File: config.mk
export PLATFORM = sky130hd
export DESIGN_NAME = trigger_sequencer
export DESIGN_NICKNAME = d
export VERILOG_FILES = /design/src/rtl/trig_seq_pkg.sv /design/src/rtl/trig_phase_gen.sv /design/src/rtl/trigger_sequencer.sv
export SDC_FILE = /design/constraint.sdc
export NUM_CORES = 1
export LEC_CHECK = 0
export ABC_AREA = 1
export CAP_MARGIN = 5
export CORE_ASPECT_RATIO = 2
export CORE_MARGIN = 5
export CORE_UTILIZATION = 47
export CTS_CLUSTER_DIAMETER = 80
export CTS_CLUSTER_SIZE = 8
export DETAILED_ROUTE_END_ITERATION = 8
export GPL_ROUTABILITY_DRIVEN = 0
export GPL_TIMING_DRIVEN = 0
export PLACE_DENSITY = 0.7
export SLEW_MARGIN = 20
export SYNTH_ARGS = -nofsm -noshare
export SYNTH_HDL_FRONTEND = slang
export SYNTH_SLANG_ARGS = --single-unit
File: constraint.sdc
create_clock -name fastclk -period 3.7 [get_ports fastclk]
set_input_delay 0.37 -clock fastclk [delete_from_list [all_inputs] [get_ports fastclk]]
set_output_delay 0.37 -clock fastclk [all_outputs]
set_load 0.02 [all_outputs]
File: src/rtl/trig_seq_pkg.sv
// Shared definitions for the trigger sequencer: FSM state codes, datapath mode
// encodings and the slow-clock period of each mode.
package trig_seq_pkg;

    localparam int unsigned STATE_W = 2;
    localparam int unsigned PHASE_W = 2;

    typedef logic [STATE_W-1:0] state_t;

    localparam state_t ST_IDLE = 2'd0;
    localparam state_t ST_HIGH = 2'd1;
    localparam state_t ST_LOW  = 2'd2;

    localparam logic MODE_HALF = 1'b0;
    localparam logic MODE_DC   = 1'b1;

    localparam int unsigned P_HALF = 2;
    localparam int unsigned P_DC   = 4;

    // Phase value on which a slow period ends for the given mode.
    function automatic logic [PHASE_W-1:0] last_phase(input logic mode_i);
        return (mode_i == MODE_DC) ? PHASE_W'(P_DC - 1) : PHASE_W'(P_HALF - 1);
    endfunction

endpackage

File: src/rtl/trig_phase_gen.sv
// Phase counter that marks slow-period boundaries of the selected datapath mode.
module trig_phase_gen
    import trig_seq_pkg::*;
(
    input  logic clk,
    input  logic rst_n,
    input  logic clr,
    input  logic mode,
    output logic tick_c
);

    logic [PHASE_W-1:0] phase_q;
    logic [PHASE_W-1:0] phase_d;

    assign tick_c = (phase_q == last_phase(mode));

    always_comb begin
        phase_d = phase_q + PHASE_W'(1);
        if (clr || tick_c) begin
            phase_d = '0;
        end
    end

    always_ff @(posedge clk or negedge rst_n) begin
        if (!rst_n) begin
            phase_q <= '0;
        end else begin
            phase_q <= phase_d;
        end
    end

endmodule

File: src/rtl/trigger_sequencer.sv
// Frame scheduler for the clock-modulating datapath: emits repeated high/low
// trigger frames aligned to slow-period boundaries and owns the mux select.
module trigger_sequencer
    import trig_seq_pkg::*;
#(
    parameter int unsigned CNT_W = 8,
    parameter int unsigned REP_W = 8
) (
    input  logic             fastclk,
    input  logic             reset,
    input  logic             start,
    input  logic             abort,
    input  logic             mode,
    input  logic [CNT_W-1:0] high_len,
    input  logic [CNT_W-1:0] low_len,
    input  logic [REP_W-1:0] repeats,
    output logic             trigger,
    output logic             trig_sel,
    output logic             busy,
    output logic             done
);

    state_t             state_q,    state_d;
    logic [CNT_W-1:0]   seg_q,      seg_d;
    logic [REP_W-1:0]   rep_q,      rep_d;
    logic [CNT_W-1:0]   high_cfg_q, high_cfg_d;
    logic [CNT_W-1:0]   low_cfg_q,  low_cfg_d;
    logic               sel_q,      sel_d;
    logic               trigger_q,  trigger_d;
    logic               busy_q,     busy_d;
    logic               done_q,     done_d;
    logic               phase_clr_c;
    logic               tick_c;
    logic               frame_end_c;

    // Period follows the latched select so a mode change mid-sequence is invisible.
    trig_phase_gen u_phase (
        .clk    (fastclk),
        .rst_n  (reset),
        .clr    (phase_clr_c),
        .mode   (sel_q),
        .tick_c (tick_c)
    );

    always_comb begin
        state_d     = state_q;
        seg_d       = seg_q;
        rep_d       = rep_q;
        high_cfg_d  = high_cfg_q;
        low_cfg_d   = low_cfg_q;
        sel_d       = sel_q;
        done_d      = 1'b0;
        phase_clr_c = 1'b0;
        frame_end_c = 1'b0;

        case (state_q)
            ST_IDLE: begin
                if (start && !abort) begin
                    sel_d       = mode;
                    high_cfg_d  = high_len;
                    low_cfg_d   = low_len;
                    rep_d       = repeats;
                    phase_clr_c = 1'b1;
                    if ((repeats == '0) || ((high_len == '0) && (low_len == '0))) begin
                        done_d = 1'b1;
                    end else if (high_len != '0) begin
                        state_d = ST_HIGH;
                        seg_d   = high_len;
                    end else begin
                        state_d = ST_LOW;
                        seg_d   = low_len;
                    end
                end
            end
            ST_HIGH: begin
                if (abort) begin
                    state_d = ST_IDLE;
                end else if (tick_c) begin
                    if (seg_q > CNT_W'(1)) begin
                        seg_d = seg_q - CNT_W'(1);
                    end else if (low_cfg_q != '0) begin
                        state_d = ST_LOW;
                        seg_d   = low_cfg_q;
                    end else begin
                        frame_end_c = 1'b1;
                    end
                end
            end
            ST_LOW: begin
                if (abort) begin
                    state_d = ST_IDLE;
                end else if (tick_c) begin
                    if (seg_q > CNT_W'(1)) begin
                        seg_d = seg_q - CNT_W'(1);
                    end else begin
                        frame_end_c = 1'b1;
                    end
                end
            end
            default: begin
                state_d = ST_IDLE;
            end
        endcase

        // End of frame: either start the next frame or finish the sequence.
        if (frame_end_c) begin
            if (rep_q > REP_W'(1)) begin
                rep_d = rep_q - REP_W'(1);
                if (high_cfg_q != '0) begin
                    state_d = ST_HIGH;
                    seg_d   = high_cfg_q;
                end else begin
                    state_d = ST_LOW;
                    seg_d   = low_cfg_q;
                end
            end else begin
                state_d = ST_IDLE;
                done_d  = 1'b1;
            end
        end

        trigger_d = (state_d == ST_HIGH);
        busy_d    = (state_d != ST_IDLE);
    end

    always_ff @(posedge fastclk or negedge reset) begin
        if (!reset) begin
            state_q    <= ST_IDLE;
            seg_q      <= '0;
            rep_q      <= '0;
            high_cfg_q <= '0;
            low_cfg_q  <= '0;
            sel_q      <= MODE_HALF;
            trigger_q  <= 1'b0;
            busy_q     <= 1'b0;
            done_q     <= 1'b0;
        end else begin
            state_q    <= state_d;
            seg_q      <= seg_d;
            rep_q      <= rep_d;
            high_cfg_q <= high_cfg_d;
            low_cfg_q  <= low_cfg_d;
            sel_q      <= sel_d;
            trigger_q  <= trigger_d;
            busy_q     <= busy_d;
            done_q     <= done_d;
        end
    end

    assign trigger  = trigger_q;
    assign trig_sel = sel_q;
    assign busy     = busy_q;
    assign done     = done_q;

endmodule

==> results of run 1 <==
## area by class of cell
type / instances / area share
buffer: 10 / 0.02033
clock buffer: 8 / 0.04247
inverter: 58 / 0.06461
multi-input combinational: 317 / 0.4592
sequential: 40 / 0.2904
tap: 63 / 0.02287
timing repair buffer: 34 / 0.1002
## cell usage in the layout, fill, tap and decap left out, types with 2 or more instances in the layout
cell type / netlist / layout
clkdlybuf4s50_1: 0 / 31
ha_1: 8 / 8
o22ai_1: 2 / 2
nor3_1: 6 / 6
inv_1: 55 / 55
xor2_1: 5 / 5
nand2_1: 127 / 127
a21oi_1: 28 / 28
o211ai_1: 2 / 2
nor2_2: 3 / 3
nand2_2: 2 / 2
buf_4: 2 / 2
nor2_1: 37 / 37
nand3_1: 32 / 32
dfrtp_1: 40 / 40
or2_2: 2 / 2
buf_2: 1 / 2
o21ai_0: 35 / 35
clkbuf_1: 5 / 7
buf_12: 1 / 2
nand3_2: 2 / 2
a211oi_1: 8 / 8
clkbuf_16: 0 / 5
nand4_1: 6 / 6
nor2_4: 4 / 4
## worst max-delay path, stage by stage, from the launching register on
cell and delay [ns]:
dfrtp_1 0.39, inv_1 0.12, ha_1 0.31, nor2_1 0.10
inv_2 0.13, nand2_1 0.12, nor3_4 0.23, nand3_4 0.17
buf_6 0.19, a211oi_1 0.27, a21oi_1 0.08
## stage by stage
stage	cell area (um^2)	total power, uW
2_1_floorplan	2877	1691
3_3_place_gp	3276	2027
3_5_place_dp	3291	2054
4_1_cts	3447	2508
5_1_grt	3447	2730
6_report	3447	2507
## path summary, 6_finish.rpt
check / slack, ns / from / depth (start not counted) / endpoint
min in group asynchronous: 0.50 / reset / 2 / seg_q[4]$_DFF_PN0_
worst min-delay path: 0.49 / high_cfg_q[7]$_DFFE_PN0P_ / 2 / high_cfg_q[7]$_DFFE_PN0P_
worst max register to register: 1.46 / state_q[1]$_DFF_PN0_ / 10 / seg_q[4]$_DFF_PN0_
worst max-delay path: 1.46 / state_q[1]$_DFF_PN0_ / 10 / seg_q[4]$_DFF_PN0_
worst min register to register: 0.49 / high_cfg_q[7]$_DFFE_PN0P_ / 2 / high_cfg_q[7]$_DFFE_PN0P_
max in group asynchronous: 2.74 / reset / 3 / rep_q[6]$_DFF_PN0_
## cell families after synthesis
kind of cell | synth area share
flops | 0.3480
buf+inv | 0.1018
compound gates | 0.1475
mux | 0.003480
xor+xnor | 0.01827
simple gates | 0.3462
fa+ha+maj | 0.03480
## cells in the mapped netlist (3+ instances only)
library cell	number
a211oi_1	8
nand3_1	32
dfrtp_1	40
nand2_1	127
nor3_1	6
a21oi_1	28
nor2_1	37
inv_1	55
nand4_1	6
o21ai_0	35
ha_1	8
nor2_2	3
clkbuf_1	5
nor2_4	4
xor2_1	5
## routing by layer
metal,vias to the layer above,GRT usage,wire [um]
met5,-,0,0
met3,22,0.02974,331
met4,0,0.1260,326
met1,1307,0.2402,2993
li1,1453,-,-
met2,90,0.4273,4736
## power groups by stage
stage          registers, uW  clock network (uW)  logic, uW
3_5_place_dp             827                   0       1230
4_1_cts                  820                 449       1240
5_1_grt                  851                 468       1410
2_1_floorplan            805                   0        886
6_report                 822                 440       1250
3_3_place_gp             821                   0       1210
## registers in the layout, indices dropped and copies added (netlist names)
name,flops
seg_q,8
trigger,1
low_cfg_q,8
high_cfg_q,8
state_q,2
busy,1
trig_sel,1
done,1
u_phase.phase_q,2
rep_q,8
## what timing repair did
item | in CTS | in global routing
buffers inserted | 0 | 0
hold endpoints to repair | 10 | 0
hold buffers | 1 | 0
setup endpoints to repair | 0 | 0
==> results by group, run 1 <==
Status
  – Outcome: finished clean

Routing
  – Drt first pass iters: 7
  – Antenna viol nets, final: 0
  – Via density: between 5 and 6
  – Vias: 2872
  – DRC violations left: 0
  – Iter 0 DRT Violations: between 200 and 250
  – Drt wl/cell: 15.82 um
  – WL final: about 8.4 mm

Floorplan
  – Die Wd: roughly 65 um
  – Initial Utilization: 0.4790
  – Top Ports: 33
  – Core area: between 0.006 and 0.007 mm^2
  – Die area: 0.007880 mm^2
  – Die height: 120.6 um
  – Row Count: 40

Power
  – VDD IR max: about 0.00052 V
  – Clock power frac: 0.176
  – Internal Pwr Total: ~1400 uW
  – Pwr Density: 727.4 mW/mm^2
  – Seq pwr share: 0.328
  – Sw Share: 0.4570
  – Combinational share of power: 0.497
  – Sw Pwr: 1146 uW
  – Leak Pwr: ~0.0017 uW

Timing
  – Rel. slew slack: 0.5724
  – Fmax achieved: approximately 0.45 GHz
  – Setup ws final: roughly 1.5 ns
  – Worst Hold Margin: 0.4862 ns
  – Setup-failing EPs final: 0
  – Final Hold Violating Endpoints: 0
  – Final setup TNS: 0 ns
  – RSZ-0062 raised after global routing: no
  – Tmin final: roughly 2.2 ns
  – Worst-Margin Slew: ~0.64 ns
  – Tcrit/Tclk final: 0.6059
  – Clock skew: approximately 0.0035 ns
  – Slew Viols, Final: 0

Logic synthesis
  – Synth area leaders: dfrtp_1 (35%), nand2_1 (17%), inv_1 (7.2%)
  – Seq cells post-synth: 40
  – Avg Cell Area, Syn: just under 7 um^2
  – Post-synthesis async set-or-reset flop share: 1.000
  – Mapped Cells: 425
  – Synth Flop Type: dfrtp_1
  – Number of library cell types mapped by synthesis: 35
  – Seq/Total Area, Yosys: 0.3480
  – Yosys top cell area share: 0.3480
  – Post-Synthesis Cell Area: approximately 0.0029 mm^2
  – Top cell type by total area after synthesis: dfrtp_1
  – Number of synthesized flops with an enable pin: 0
  – Net Count, Synth: between 400 and 500
  – Ys Warns: 0

GRT
  – First-pass GRT wire length: 13.88 mm
  – Vias in the first global route: around 2900
  – Initial antenna violation count: 0
  – Total Routing Usage GR: 0.2302
  – GRT Residual Overflow: 0
  – Largest net degree at the start of global routing: 31

Place
  – DP Wirelength: around 7 mm
  – Setup WS pre-CTS: 1.269 ns
  – Number of instances in the placed design: about 520
  – Port bufs: 32

Final layout
  – Cell Count, Final, Fillers Out: between 500 and 600
  – Fillers: between 600 and 700
  – Nets@finish: 503
  – Layout cells sized above 1: 0.06638
  – Area Overhead vs Synth: 19.83%
  – Register area: between 0.001 and 0.0015 mm^2
  – Fin util: 0.5740
  – # diodes: 0
  – Multi-input combinational cell area: roughly 0.0016 mm^2

Clocking
  – CTS Sinks: 40
  – Clk_lat worst skew: about 0.29 ns
  – CTS buffer count: 5
  – Clock buffer depth: 2
  – Post-CTS Resized: 0
  – CTS tree: done
  – CTS clk-pin slew, worst paths: about 0.06 ns
  – Htree depth: 2
  – Root Buffer: clkbuf_16

Run
  – Maxcap violations: 0

Setup path
  – CP required: between 3 and 4 ns
  – Crit Path Class: reg -> reg
  – CP endpoint kind: register
  – Worst Path Max Fanout: 10
  – Worst EP arrival: between 2 and 2.5 ns
  – Startpoint Class: register

Min path
  – Worst hold path class: reg -> reg
No activity file was read; power rests on OpenSTA's default activity.
==> run 2: changes to the inputs <==
--- a/config.mk
+++ b/config.mk
@@ -15,7 +15,7 @@
 export DETAILED_ROUTE_END_ITERATION = 8
 export GPL_ROUTABILITY_DRIVEN = 0
 export GPL_TIMING_DRIVEN = 0
-export PLACE_DENSITY = 0.7
+export PLACE_DENSITY = 0.72
 export SLEW_MARGIN = 20
 export SYNTH_ARGS = -nofsm -noshare
 export SYNTH_HDL_FRONTEND = slang
==> constraint.sdc (replaced) <==
create_clock -name fastclk -period 1.8 [get_ports fastclk]
set_input_delay 0.18 -clock fastclk [delete_from_list [all_inputs] [get_ports fastclk]]
set_output_delay 0.18 -clock fastclk [all_outputs]
set_load 0.02 [all_outputs]
==> run 2 against run 1 <==
  * The flow now finishes with violations (setup timing)
  * Register-to-register slack got worse by 1.6 ns
  * Die area did not move
  * Clock-buffer cell count did not move
  * Total power rose by 140%
  * Largest cell class unchanged
==> results by group, run 2 (synthesis gave the netlist of run 1 again) <==
Setup path
  – CP Buf/Inv Count: 5 (+2)
  – Cell family with most CP delay: simple AND/OR/NAND/NOR gates
  – CP required: 2.00 ns (-1.86 ns)
  – Worst Reg2Reg Path Length in Cells: 13 (+3)
  – Setup crit end: seg_q[0]$_DFF_PN0_
  – CP startpoint: seg_q[1]$_DFF_PN0_
  – Worst Path Max Fanout: 6 (-4)
  – Crit Path Class: reg -> reg
  – Crit path cell chain: inv_2 -> ha_4 -> inv_2 -> nand2_2 -> nand2_2 -> nor2_4 -> nand2_2 -> inv_4 -> nand3_4 -> inv_6 -> buf_12 -> a21oi_2 -> a21oi_1
  – R2R Setup Slk: -0.12 ns (-1.58 ns)
  – Crit path depth: 13 (+3)
  – CP endpoint kind: register
  – Worst path slowest cell: dfrtp_1
  – Startpoint Class: register
  – Most frequent CP cell: nand2_2
  – Critical Path Max Stage Delay: 0.39 ns (about the same)
  – Worst EP arrival: 2.12 ns (-0.28 ns)
  – Reg2reg end: seg_q[0]$_DFF_PN0_
  – Reg-to-Reg Start: seg_q[1]$_DFF_PN0_

Timing
  – Tcrit/Tclk final: 1.069 (+0.4634)
  – Tmin final: 1.925 ns (-0.3172 ns)
  – Setup ws final: -0.1247 ns (-1.583 ns)
  – Setup-failing EPs final: 16 (+16)
  – Fmax achieved: 0.5196 GHz (+16%)
  – Final Hold Violating Endpoints: 0 (unchanged)
  – Slew Viols, Final: 0 (unchanged)
  – Final setup TNS: -1.021 ns (-1.021 ns)
  – Rel. slew slack: 0.5881 (+0.01571)
  – Worst-Margin Slew: 0.6158 ns (-0.02209 ns)
  – RSZ-0062 raised after global routing: yes
  – Clock skew: 0.006086 ns (+0.002579 ns)

Place
  – Port bufs: 32 (unchanged)
  – Number of instances in the placed design: 521 (unchanged)
  – Setup WS pre-CTS: -0.4196 ns (-1.689 ns)
  – DP Wirelength: 6.294 mm (-7.5%)

Final layout
  – Most common cell after layout, fill and taps aside: nand2_1
  – Area Overhead vs Synth: 37.84%
  – # diodes: 0 (unchanged)
  – Layout cells sized above 1: 0.2385 (+0.1721)
  – Commonest non-fill, non-tap cells in the layout: nand2_1 (112), inv_1 (46), dfrtp_1 (38)
  – Cell Count, Final, Fillers Out: 562 (+6.0%)
  – Nets@finish: 535 (+6.4%)
  – Fin util: 0.6602 (+0.08625)

Min path
  – Worst hold path class: in -> async

Routing
  – WL final: 9.135 mm (+8.9%)
  – Via density: 5.609 (+3.5%)
  – DRC violations left: 0 (unchanged)
  – Drt wl/cell: 16.25 um (+2.7%)
  – Drt first pass iters: 5 (-2)
  – Iter 0 DRT Violations: 280 (+21%)
  – Vias: 3152 (+9.7%)
  – Antenna viol nets, final: 0 (unchanged)

Run
  – Maxcap violations: 0 (unchanged)

Floorplan
  – Initial Utilization: 0.4790 (unchanged)
  – Die Wd: 65.32 um (unchanged)
  – Core area: 0.006006 mm^2 (unchanged)
  – Die area: 0.007880 mm^2 (unchanged)
  – Die height: 120.6 um (unchanged)
  – Row Count: 40 (unchanged)
  – Top Ports: 33 (unchanged)

GRT
  – Vias in the first global route: 3100 (+6.0%)
  – Met3 GRT Util: 0.03625 (+0.006506)
  – Initial antenna violation count: 0 (unchanged)
  – GRT Residual Overflow: 0 (unchanged)
  – Largest net degree at the start of global routing: 32 (+3.2%)
  – Total Routing Usage GR: 0.2398 (+0.009567)
  – Met2 Use GR: 0.4400 (+0.01270)
  – First-pass GRT wire length: 14.59 mm (+5.1%)
  – Global route hottest layer: met2
  – GRT met1 Usage: 0.2552 (+0.01496)

Clocking
  – CTS buffer count: 5 (unchanged)
  – CTS tree: done
  – Clock buffer depth: 2 (unchanged)
  – CTS clk-pin slew, worst paths: 0.06 ns (about the same)
  – Htree depth: 2 (unchanged)
  – CTS Sinks: 40 (unchanged)
  – Root Buffer: clkbuf_16
  – Clk_lat worst skew: 0.29 ns (about the same)

Power
  – Combinational share of power: 0.556 (+0.059)
  – Pwr Density: 1515 mW/mm^2 (+110%)
  – Leak Pwr: 0.001890 uW (+14%)
  – Sw Share: 0.4563 (-0.0007230)
  – Internal Pwr Total: 3265 uW (+140%)
  – Clock power frac: 0.153 (-0.023)
  – Sw Pwr: 2740 uW (+140%)
  – VDD IR max: 0.001136 V (+120%)
  – Seq pwr share: 0.291 (-0.037)

Status
  – Failing checks: setup timing
  – Outcome: finished, violations left
## run 2: cell count changes in the layout (fill, tap and decap cells not counted), sizes merged
cell / change
clkinv: -1
buf: +32
inv: +1
## run 2: worst min path at each step
stage | from | endpoint | slack (ns) | cells after the start
floorplan | reset | busy$_DFF_PN0_ | -0.12 | 0
global placement | high_cfg_q[7]$_DFFE_PN0P_ | high_cfg_q[7]$_DFFE_PN0P_ | 0.47 | 2
detailed placement | reset | rep_q[4]$_DFF_PN0_ | 0.06 | 1
CTS | reset | rep_q[4]$_DFF_PN0_ | 0.29 | 2
global route | reset | rep_q[0]$_DFF_PN0_ | 0.33 | 2
finish | reset | rep_q[0]$_DFF_PN0_ | 0.28 | 2
## run 2: repair_timing
item	in CTS	in global routing
resized for setup	49	30
buffers inserted	21	11
pin swaps	15	19
gates cloned	2	0
hold buffers	1	0
hold endpoints to repair	9	0
endpoints found under the setup margin	36	36
## run 2: power groups by stage
stage | sequential (uW) | clock, uW | combinational [uW]
final | 1750 | 919 | 3340
after global routing | 1800 | 970 | 3680
after CTS | 1720 | 924 | 2970
after detailed placement | 1710 | 0 | 2480
after global placement | 1690 | 0 | 2440
after floorplan | 1650 | 0 | 1820
## run 2: area by class of cell
class / instances / area [um^2]
multi-input cells: 317 / 1778
clock buffers: 8 / 146.4
inverters: 58 / 225.2
repair buffers: 66 / 654.4
plain buffers: 10 / 78.83
flip-flops and latches: 40 / 1003
well taps: 63 / 78.83
fillers: 502 / 2041
## run 2: layer usage
metal  share of wire  vias up
li1                -     1515
met1            0.37     1449
met2            0.54      147
met3           0.044       41
met4           0.045        0
met5               0        -
## run 2: stage by stage
stage / area [um^2] / power, uW / hold slack [ns]
global route: 3965 / 6442 / 0.3272
detailed placement: 3293 / 4189 / 0.06060
global placement: 3278 / 4131 / 0.4724
finish: 3965 / 6005 / 0.2840
floorplan: 2879 / 3479 / -0.1156
CTS: 3836 / 5617 / 0.2906
